[config.mk]
export PLATFORM = sky130hd
export DESIGN_NAME = bram_rd_streamer
export DESIGN_NICKNAME = d
export VERILOG_FILES = /design/src/rtl/bram_rd_streamer.sv
export SDC_FILE = /design/constraint.sdc
export NUM_CORES = 1
export LEC_CHECK = 0
export BUFFER_PORTS_ARGS = -buffer_cell sky130_fd_sc_hd__buf_4
export CORE_ASPECT_RATIO = 0.7
export CORE_UTILIZATION = 54
export CTS_CLUSTER_DIAMETER = 40
export DETAILED_ROUTE_END_ITERATION = 6
export PLACE_DENSITY_LB_ADDON = 0.05
export SLEW_MARGIN = 5
export SYNTH_ARGS = -nofsm -noshare
export SYNTH_HDL_FRONTEND = slang
export SYNTH_SLANG_ARGS = --single-unit
export TNS_END_PERCENT = 20
[constraint.sdc]
create_clock -name clock -period 39.9 [get_ports clock]
set_input_delay 7.98 -clock clock [delete_from_list [all_inputs] [get_ports clock]]
set_output_delay 7.98 -clock clock [all_outputs]
set_load 0.005 [all_outputs]
[src/rtl/bram_rd_streamer.sv]
// bram_rd_streamer: turns a (start address, line count) command into a
// valid/ready stream of block RAM lines. Reads are issued against a credit
// that counts both buffered lines and the one read in flight, so the 2-entry
// output buffer never overflows and the RAM's 1-cycle read latency is hidden.
module bram_rd_streamer #(
    parameter int DATA_W = 128,
    parameter int ADDR_W = 6
) (
    input  logic              clock,
    input  logic              reset,
    input  logic              cmd_valid,
    output logic              cmd_ready,
    input  logic [ADDR_W-1:0] cmd_addr,
    input  logic [ADDR_W-1:0] cmd_len_m1,
    output logic              bram_en,
    output logic [ADDR_W-1:0] bram_addr,
    input  logic [DATA_W-1:0] bram_dout,
    output logic              out_valid,
    input  logic              out_ready,
    output logic [DATA_W-1:0] out_data,
    output logic              out_last,
    output logic              busy,
    output logic              done
);

    typedef enum logic [1:0] {
        IDLE,
        ISSUE,
        DRAIN
    } state_t;

    state_t            state;
    logic [ADDR_W-1:0] rd_addr;
    logic [ADDR_W-1:0] rd_left;
    logic [ADDR_W-1:0] beat_left;
    logic [ADDR_W-1:0] last_addr;
    logic              inflight;

    logic [DATA_W-1:0] buf_data [2];
    logic              wr_ptr;
    logic              rd_ptr;
    logic [1:0]        occ;

    logic              pop;
    logic              issue;
    logic [2:0]        pending;

    // Credit check, stream handshake and status outputs derived from current state
    always_comb begin
        out_valid = (occ != 2'd0);
        out_data  = buf_data[rd_ptr];
        out_last  = out_valid && (beat_left == '0);
        pop       = out_valid && out_ready;
        pending   = {1'b0, occ} + {2'b00, inflight};
        issue     = (state == ISSUE) && (pending < (3'd2 + {2'b00, pop}));
        bram_en   = issue;
        bram_addr = issue ? rd_addr : last_addr;
        cmd_ready = (state == IDLE);
        busy      = (state != IDLE);
    end

    // Command sequencing: accept, sweep addresses against credit, wait for the final pop
    always_ff @(posedge clock) begin
        if (reset) begin
            state     <= IDLE;
            rd_addr   <= '0;
            rd_left   <= '0;
            beat_left <= '0;
            last_addr <= '0;
            inflight  <= 1'b0;
            done      <= 1'b0;
        end else begin
            done     <= 1'b0;
            inflight <= issue;
            if (pop && (beat_left != '0)) begin
                beat_left <= beat_left - 1'b1;
            end
            case (state)
                IDLE: begin
                    if (cmd_valid) begin
                        rd_addr   <= cmd_addr;
                        rd_left   <= cmd_len_m1;
                        beat_left <= cmd_len_m1;
                        state     <= ISSUE;
                    end
                end
                ISSUE: begin
                    if (issue) begin
                        last_addr <= rd_addr;
                        rd_addr   <= rd_addr + 1'b1;
                        rd_left   <= rd_left - 1'b1;
                        if (rd_left == '0) begin
                            state <= DRAIN;
                        end
                    end
                end
                DRAIN: begin
                    if (pop && out_last) begin
                        state <= IDLE;
                        done  <= 1'b1;
                    end
                end
                default: state <= IDLE;
            endcase
        end
    end

    // Output buffer bookkeeping: pointers and occupancy, emptied on reset
    always_ff @(posedge clock) begin
        if (reset) begin
            wr_ptr <= 1'b0;
            rd_ptr <= 1'b0;
            occ    <= 2'd0;
        end else begin
            if (inflight) begin
                wr_ptr <= ~wr_ptr;
            end
            if (pop) begin
                rd_ptr <= ~rd_ptr;
            end
            occ <= occ + {1'b0, inflight} - {1'b0, pop};
        end
    end

    // Capture returning RAM data into the buffer slot at the write pointer
    always_ff @(posedge clock) begin
        if (!reset && inflight) begin
            buf_data[wr_ptr] <= bram_dout;
        end
    end

endmodule

==> flow_summary.ini, run 1 <==
[run_status]
status = complete, no violations

[logic_synthesis]
synth_cells = 626
yosysSeqAreaShare = 0.756
synth_cell_types = 51
synthFlopType = edfxtp_1
syn_avg_cell_area_um2 = 17.6
yosysWarningCount = 0
synth_fp_nets = 779
async_reset_ff_frac = 0
synth_area_mm2 = 0.0110
synth.ff_latch_count = 289
synth-edff-count = 256

[worst_setup_path]
timing.rr.start = inflight$_SDFF_PP0_
cpPeakStageDelay_ps = 640
crit_path_end_kind = output pin
critPathSlowestCell = o21ai_1
cp.arrival_ps = 9400
cp-start-kind = input port
crit_type = in -> out
crit_path_cell_trace = buf_4, o21ai_1, o21ai_1, nand3_1, nand2_1, buf_4
required_ps = 31920
critPathMaxFanout = 9
startpoint = out_ready

[layout]
fill_cells = 1276
num-nets-final = 1072
syn_to_final_growth_pct = 31.0
drive_gt1_frac = 0.505
antenna_cells = 0
fin_cells = 1212

[worst_hold_path]
hp-start = rd_left[3]$_SDFFE_PP0P_
min_path_type = reg -> reg

[drt]
first_pass_iters = 4
vias = 6526
drt_iter0_markers = 508
viasPerCell = 5.38
avgRoutedWirePerCell_um = 19.3
antenna_left = 0
drt-total-wl_um = 23400
drc = 0

[flow_run]
cap_violations = 0

[grt]
grt_max_degree = 84
gr-usage-all-layers = 0.218
overflow = 0
antenna_found_initial = 1
grt_pass1_wl_um = 35500
grt_pass1_vias = 6645

[sta]
post-route-period-util = 0.436
setup_tns_ps = 0
setup_violations = 0
max_slew_margin = 0.250
hold_ws_ps = 486
drv_slew = 0
fin_worst_skew_ps = 20.3
finalHoldViolations = 0
layout_setup_ws_ps = 22520
clock.fmax_mhz = 57.5
rsz0062_at_grt = false
worst_pin_slew_ps = 1120
period_minus_slack_ps = 17380

[placement]
placed_cells = 1156
gp_congestion = 0.846
port_buffers = 283
dp_hpwl_um = 15500
dp_slack_ps = 22590

[floorplanning]
core_area_mm2 = 0.0199
fp-row-count = 43
dieArea_mm2 = 0.0210
start_util = 0.555
ioPinCount = 284
die_w_um = 173
die_h_um = 122

[clock_network]
cts_tree = built
clkTransAtPathRegs_ps = 60
cts.sinks = 289
clk_path_buf_depth = 3
ctsResizeCount = 0
postCtsSetupBuffers = 0
cts_buffers = 31
clockRootBuffer = clkbuf_16
holdBufCountCts = 0
h-tree-depth = 1
clk_latency_ps = 550

[power]
power_density_mw_per_mm2 = 58.3
vdd_drop_max_v = 0.0000496
power_leakage_nw = 5.39
power by group:
part / leakage, nW / switching, mW / internal (mW)
combinational: 2.31 / 0.0814 / 0.110
sequential: 2.58 / 0.0170 / 0.349
clock: 0.499 / 0.115 / 0.170
layout make-up:
type | instances | area, µm² | share of cell area
clock inverter | 21 | 245 | 0.0170
inverter | 12 | 45.0 | 0.00311
tap | 270 | 338 | 0.0234
multi-input combinational | 298 | 2530 | 0.175
clock buffer | 35 | 791 | 0.0547
sequential | 289 | 8350 | 0.578
timing repair buffer | 287 | 2150 | 0.149
path summary, 6_finish.rpt:
check / depth (start not counted) / endpoint / slack (ps)
worst min register to register: 2 / rd_left[3]$_SDFFE_PP0P_ / 490
worst max-delay path: 6 / bram_addr[3] / 22520
worst max register to register: 2 / buf_data[1][120]$_DFFE_PP_ / 37290
worst min-delay path: 2 / rd_left[3]$_SDFFE_PP0P_ / 490
cell families after synthesis:
family | count (synthesis) | share of synthesized area
muxes | 129 | 0.132
and+or+nand+nor | 86 | 0.0401
xor gates and xnor gates | 7 | 0.00555
AOI/OAI and AO/OA | 67 | 0.0413
DFF | 289 | 0.756
adders and majority gates | 9 | 0.0102
buffers and inverters | 39 | 0.0151
Yosys cell counts, types with 2 or more instances:
cell | instances | share of area
edfxtp_1 | 256 | 0.70
mux2_2 | 129 | 0.13
dfxtp_1 | 33 | 0.060
nor2_1 | 25 | 0.0085
a21oi_1 | 21 | 0.0095
clkbuf_1 | 21 | 0.0071
nand2_1 | 20 | 0.0068
inv_1 | 12 | 0.0041
ha_1 | 9 | 0.010
nand3_1 | 8 | 0.0036
o21ai_0 | 8 | 0.0036
a211oi_1 | 6 | 0.0041
xnor2_1 | 6 | 0.0048
nor3_1 | 5 | 0.0023
and3_1 | 4 | 0.0023
nor2b_1 | 4 | 0.0023
nor3b_1 | 4 | 0.0027
o21ai_1 | 4 | 0.0018
o32ai_1 | 4 | 0.0032
a221o_1 | 3 | 0.0027
o211ai_1 | 3 | 0.0020
or3b_2 | 3 | 0.0024
a22oi_1 | 2 | 0.0014
buf_1 | 2 | 0.00068
buf_6 | 2 | 0.0020
nand2b_1 | 2 | 0.0011
nand4_1 | 2 | 0.0011
nor4b_1 | 2 | 0.0016
o21a_1 | 2 | 0.0014
o31a_1 | 2 | 0.0016
or4b_2 | 2 | 0.0018
state kept, by name (all words and copies together) (netlist names), named ones only:
signal     count
inflight       1
done           1
last_addr      6
rd_ptr         1
beat_left      6
rd_left        6
state          2
occ            2
rd_addr        6
buf_data     256
wr_ptr         1
critical path: cells and delay by family:
kind	cells	cell delay (ps)
buffers and inverters	2	210
AO/OA/AOI/OAI	2	800
AND/OR/NAND/NOR	2	400
per-layer routing:
layer / GRT usage / part of all wire / vias to the layer above
met4: 0.0614 / 0.021 / 2
met2: 0.364 / 0.49 / 273
li1: - / - / 3029
met3: 0.0646 / 0.085 / 40
met5: 0 / 0.00056 / -
met1: 0.280 / 0.40 / 3182
through the flow:
step           utilization  total power [mW]  cell area [µm²]
6_report             0.726             0.843            14500
3_5_place_dp         0.674             0.564            13400
4_1_cts              0.726             0.851            14500
3_3_place_gp         0.674             0.559            13400
5_1_grt              0.726             0.878            14500
2_1_floorplan            -             0.474            11000
placed cells by master, fill, tap and decap left out, types with 5 or more instances in the layout:
cell type | Yosys | routed
inv_1 | 12 | 12
clkbuf_16 | 0 | 31
nand2_1 | 20 | 20
o21ai_0 | 8 | 8
ha_1 | 9 | 9
edfxtp_1 | 256 | 256
dfxtp_1 | 33 | 32
buf_4 | 1 | 287
nor2_1 | 25 | 25
mux2_2 | 129 | 129
nand3_1 | 8 | 8
nor3_1 | 5 | 5
a21oi_1 | 21 | 21
a211oi_1 | 6 | 6
xnor2_1 | 6 | 6
Note: power is estimated with default switching activity, not from simulation.
==> run 2, diff against run 1 <==
CORE_UTILIZATION = 48   (was 54)
clock period = 15.1 ns   (was 39.9 ns; I/O delays follow)
==> run 2 against run 1 <==
Against the previous run:
- power grew to 2.8 times the previous value
- clock power grew to 3.0 times the previous value
- utilization fell by 7.7 points
- hold slack better by 0.88 ps
- largest power group unchanged
==> flow_summary.ini, run 2 (synthesized netlist as in run 1, its figures left out) <==
[run_status]
status = complete, no violations

[power]
p_switching_uw = 574
p_int_mw = 1.76
total_power_mw = 2.34
vdd_drop_max_v = 0.0000862
power_density_mw_per_mm2 = 159
power_leakage_nw = 5.48
clkPwrFrac = 0.368
swShare = 0.246
pwr-share-seq = 0.417
pwr-share-comb = 0.215

[placement]
port_buffers = 283
dp_hpwl_um = 15400
dp_slack_ps = 7800
dpl_cell_area_mm2 = 0.0135
gp_congestion = 0.890

[floorplanning]
dieArea_mm2 = 0.0236
ioPinCount = 284
die_h_um = 129
core_area_mm2 = 0.0226
die_w_um = 183
start_util = 0.488
fp-row-count = 46

[sta]
drv_slew = 0
post-route-period-util = 0.487
finalHoldViolations = 0
layout_setup_ws_ps = 7750
fin_worst_skew_ps = 17.4
setup_violations = 0
clock.fmax_mhz = 136
period_minus_slack_ps = 7350
rsz0062_at_grt = false
setup_tns_ps = 0
max_slew_margin = 0.266
worst_pin_slew_ps = 1100

[clock_network]
holdBufCountCts = 0
h-tree-depth = 2
clockRootBuffer = clkbuf_16
clkTransAtPathRegs_ps = 50
cts_buffers = 36
cts_tree = built
postCtsSetupBuffers = 0
cts.sinks = 289
clk_path_buf_depth = 3
ctsResizeCount = 0
clk_latency_ps = 490

[worst_setup_path]
cp-start-kind = input port
startpoint = out_ready
required_ps = 12080
rrSetupSlack_ps = 12540
endpoint = bram_en
crit_path_end_kind = output pin
reg2reg_depth = 6
regToRegEndpoint = rd_addr[0]$_SDFFE_PP0P_
crit_type = in -> out
critPathSlowestCell = o21ai_1
crit_cells = 6
cpPeakStageDelay_ps = 520
crit_path_cell_trace = buf_4, o21ai_1, o21ai_1, nand2_1, inv_1, buf_4
path_delay_family = compound AO/OA/AOI/OAI gates
cp.arrival_ps = 4330
critPathMaxFanout = 9
worst-path-buf-inv = 3
timing.rr.start = inflight$_SDFF_PP0_

[grt]
use_met2 = 0.300
grt_util_met1 = 0.261
grt_pass1_wl_um = 35200
overflow = 0
busiest_layer = met2
grt_max_degree = 72
grt_pass1_vias = 6356
grt.met3_usage = 0.0640
gr-usage-all-layers = 0.194
antenna_found_initial = 0

[drt]
avgRoutedWirePerCell_um = 18.9
drt_iter0_markers = 498
antenna_left = 0
vias = 6528
first_pass_iters = 5
drc = 0
drt-total-wl_um = 23800
viasPerCell = 5.17

[flow_run]
cap_violations = 0

[layout]
largest_reg_flops = 256
antenna_cells = 0
top_register = buf_data
num-nets-final = 1078
syn_to_final_growth_pct = 33.1
post-route-util = 0.650
finalInstanceArea_mm2 = 0.0147
drive_gt1_frac = 0.506
final_common_cell = buf_4
final_cell_mix = buf_4 (288), edfxtp_1 (256), mux2_2 (129), clkbuf_16 (38), dfxtp_1 (32)

[worst_hold_path]
hp-start = rd_left[3]$_SDFFE_PP0P_
min_path_type = reg -> reg
[run 2: cell type report]
type	count	area (µm²)
multi-input combinational	298	2530
fill	1643	7930
clock buffer	46	981
clock inverter	17	226
tap	312	390
timing repair buffer	288	2160
sequential	289	8350
inverter	12	45.0
[run 2: tightest hold or removal path, delay by kind of cell (launching register included)]
kind	cells	cell delay [ps]
AO/OA/AOI/OAI	1	50
flip-flops	1	330
AND/OR/NAND/NOR	1	60
[run 2: layer usage]
layer  wire (µm)  share of wire
met2       11000           0.46
met5           0              0
met1       10100           0.42
met3        2170          0.091
met4         553          0.023
[run 2: how the worst min path moves through the flow]
stage	cells past startpoint	endpoint
6_report	2	rd_left[3]$_SDFFE_PP0P_
4_1_cts	2	rd_left[3]$_SDFFE_PP0P_
5_1_grt	2	rd_addr[5]$_SDFFE_PP0P_
2_1_floorplan	2	rd_addr[5]$_SDFFE_PP0P_
3_5_place_dp	2	rd_left[3]$_SDFFE_PP0P_
3_3_place_gp	2	rd_left[3]$_SDFFE_PP0P_
[run 2: power by group through the flow]
stage          clock network, mW  logic, mW  registers (mW)
2_1_floorplan                  0      0.290           0.963
3_3_place_gp                   0      0.494           0.989
3_5_place_dp                   0      0.502           0.992
4_1_cts                    0.880      0.507           0.975
5_1_grt                    0.910      0.542           0.982
6_report                   0.859      0.503           0.974
[run 2: through the flow]
stage,hold slack (ps),cells
3_5_place_dp,478,1199
3_3_place_gp,465,1199
5_1_grt,520,1262
4_1_cts,483,1262
6_report,487,1262
2_1_floorplan,450,626
==> run 3, diff against run 2 <==
ABC_AREA = 1   (was not set)
clock period = 5.9 ns   (was 15.1 ns; I/O delays follow)
==> run 3 against run 2 <==
Against the previous run:
- die area up 1.4%
- setup slack got worse by 5500 ps
- clock skew shrank 8.4 ps
- synthesized area rose by 1.5%
- synthesized cell count increased by 13%
- register-to-register slack lost 8800 ps
- cell area grew 0.81%
- routed wire length decreased by 5.5%
- non-clock buffer count is the same
- utilization hardly changed
- largest cell class unchanged
==> flow_summary.ini, run 3 <==
[run_status]
status = complete, no violations

[sta]
setup_violations = 0
worst_pin_slew_ps = 1060
finalHoldViolations = 0
period_minus_slack_ps = 3630
post-route-period-util = 0.615
max_slew_margin = 0.291
rsz0062_at_grt = false
fin_worst_skew_ps = 8.94
hold_ws_ps = 464
drv_slew = 0
clock.fmax_mhz = 276
setup_tns_ps = 0

[logic_synthesis]
synth.most_common_cell = edfxtp_1
yosys-top-cells-area = edfxtp_1 (69%), mux2_2 (13%), dfxtp_1 (5.9%)
ys_top_cells_by_count = edfxtp_1 (256), mux2_2 (128), nand2_1 (79), inv_1 (47), nor2_1 (40)
yosysSeqAreaShare = 0.745
yosysWarningCount = 0
synth_cell_types = 37
synth-edff-count = 256
syn_avg_cell_area_um2 = 15.9
synth_cells = 705
synth_fp_nets = 858
yosysTopAreaCell = edfxtp_1
synth.ff_latch_count = 289
synth_area_mm2 = 0.0112
yosysTopAreaCellShare = 0.686
async_reset_ff_frac = 0
synthFlopType = edfxtp_1

[worst_setup_path]
cp.arrival_ps = 2450
cpPeakStageDelay_ps = 920
critPathSlowestCell = dfxtp_4
cp-start-kind = flop
crit_type = reg -> out
critPathMaxFanout = 66
crit_path_end_kind = output pin
crit_path_cell_trace = buf_12, mux2_2, buf_4
required_ps = 4720

[placement]
port_buffers = 283
dp_hpwl_um = 14500
gp_congestion = 0.794
dpl_cell_area_mm2 = 0.0137

[worst_hold_path]
min_path_type = reg -> reg

[flow_run]
cap_violations = 0

[clock_network]
clockRootBuffer = clkbuf_16
ctsResizeCount = 0
clk_path_buf_depth = 3
holdBufCountCts = 0
clk_latency_ps = 490
cts_tree = built
clkTransAtPathRegs_ps = 60
postCtsSetupBuffers = 0
cts_buffers = 35
cts.sinks = 289
h-tree-depth = 2

[drt]
avgRoutedWirePerCell_um = 16.8
drc = 0
drt_iter0_markers = 429
drt-total-wl_um = 22500
viasPerCell = 4.88
antenna_left = 0
vias = 6544
first_pass_iters = 4

[power]
power_density_mw_per_mm2 = 409
power_leakage_nw = 5.78
vdd_drop_max_v = 0.000313

[layout]
finalInstanceArea_mm2 = 0.0148
final_cell_mix = buf_4 (286), edfxtp_1 (256), mux2_2 (128), nand2_1 (79), inv_1 (47)
syn_to_final_growth_pct = 32.2
antenna_cells = 0
top_register = buf_data
drive_gt1_frac = 0.471
final_common_cell = buf_4
num-nets-final = 1159
largest_reg_flops = 256

[grt]
grt_max_degree = 70
grt_pass1_wl_um = 33500
overflow = 0
grt_pass1_vias = 6276
gr-usage-all-layers = 0.182
antenna_found_initial = 0

[floorplanning]
ioPinCount = 284
start_util = 0.491
core_area_mm2 = 0.0228
dieArea_mm2 = 0.0240
fp-row-count = 46
die_w_um = 185
die_h_um = 130
[run 3: cell count changes after synthesis, sizes merged, moves of 6 or more]
cell / before / now
buf: 6 / 21
inv: 12 / 49
clkbuf: 21 / 3
o21ai: 12 / 20
a211oi: 6 / 0
nor2: 25 / 42
nand2: 20 / 82
nand3: 8 / 27
a21oi: 21 / 14
[run 3: area by class of cell]
cell class | instances | area (µm²)
Sequential cell | 289 | 8350
Timing Repair Buffer | 288 | 2190
Multi-Input combinational cell | 342 | 2540
Clock inverter | 22 | 251
Inverter | 50 | 191
Clock buffer | 39 | 901
Fill cell | 1727 | 7980
Tap cell | 312 | 390
[run 3: per-stage QoR]
step / utilization / worst slack [ps] / power [mW] / cells
2_1_floorplan: - / 717 / 3.40 / 705
3_3_place_gp: 0.599 / 2460 / 3.99 / 1281
3_5_place_dp: 0.599 / 2400 / 4.00 / 1281
4_1_cts: 0.650 / 2230 / 6.12 / 1342
5_1_grt: 0.650 / 2130 / 6.37 / 1342
6_report: 0.650 / 2270 / 6.05 / 1342
[run 3: power by group]
group	internal, mW	switching, mW	leakage (nW)
Combinational	0.749	0.660	2.64
Clock	1.29	0.812	0.558
Sequential	2.41	0.135	2.58
Total	4.45	1.61	5.78
[run 3: kinds of logic (layout without fill, tap and decap cells)]
logic type                 after synthesis  in the layout  share of synthesized area
DFF                                    289            289                      0.745
adders and majority gates                9              9                     0.0101
AOI/OAI and AO/OA                       36             36                     0.0168
and+or+nand+nor                        163            163                     0.0646
buffers and inverters                   74            399                     0.0298
xor gates and xnor gates                 5              5                    0.00391
muxes                                  129            129                      0.130
[run 3: worst max-delay path, delay by kind of cell (launching register included)]
family                 cells  cell delay [ps]
buffers and inverters      2              530
DFF                        1              920
muxes                      1              410
[run 3: path summary, 6_finish.rpt]
path	from	end	slack (ps)	cells after the start
worst min register to register	rd_ptr$_SDFFE_PP0P_	flop	460	1
worst max-delay path	flop	out_data[53]	2270	3
worst min-delay path	rd_ptr$_SDFFE_PP0P_	flop	460	1
worst max register to register	wr_ptr$_SDFFE_PP0P_	buf_data[0][101]$_DFFE_PP_	3720	4
[run 3: layer usage]
layer  share of wire  vias to the layer above  routed length [µm]  track usage
li1                -                     3172                   -            -
met1            0.41                     3114                9330        0.232
met2            0.46                      226               10400        0.290
met3            0.11                       32                2410       0.0737
met4           0.016                        0                 371       0.0534
met5               0                        -                   0            0
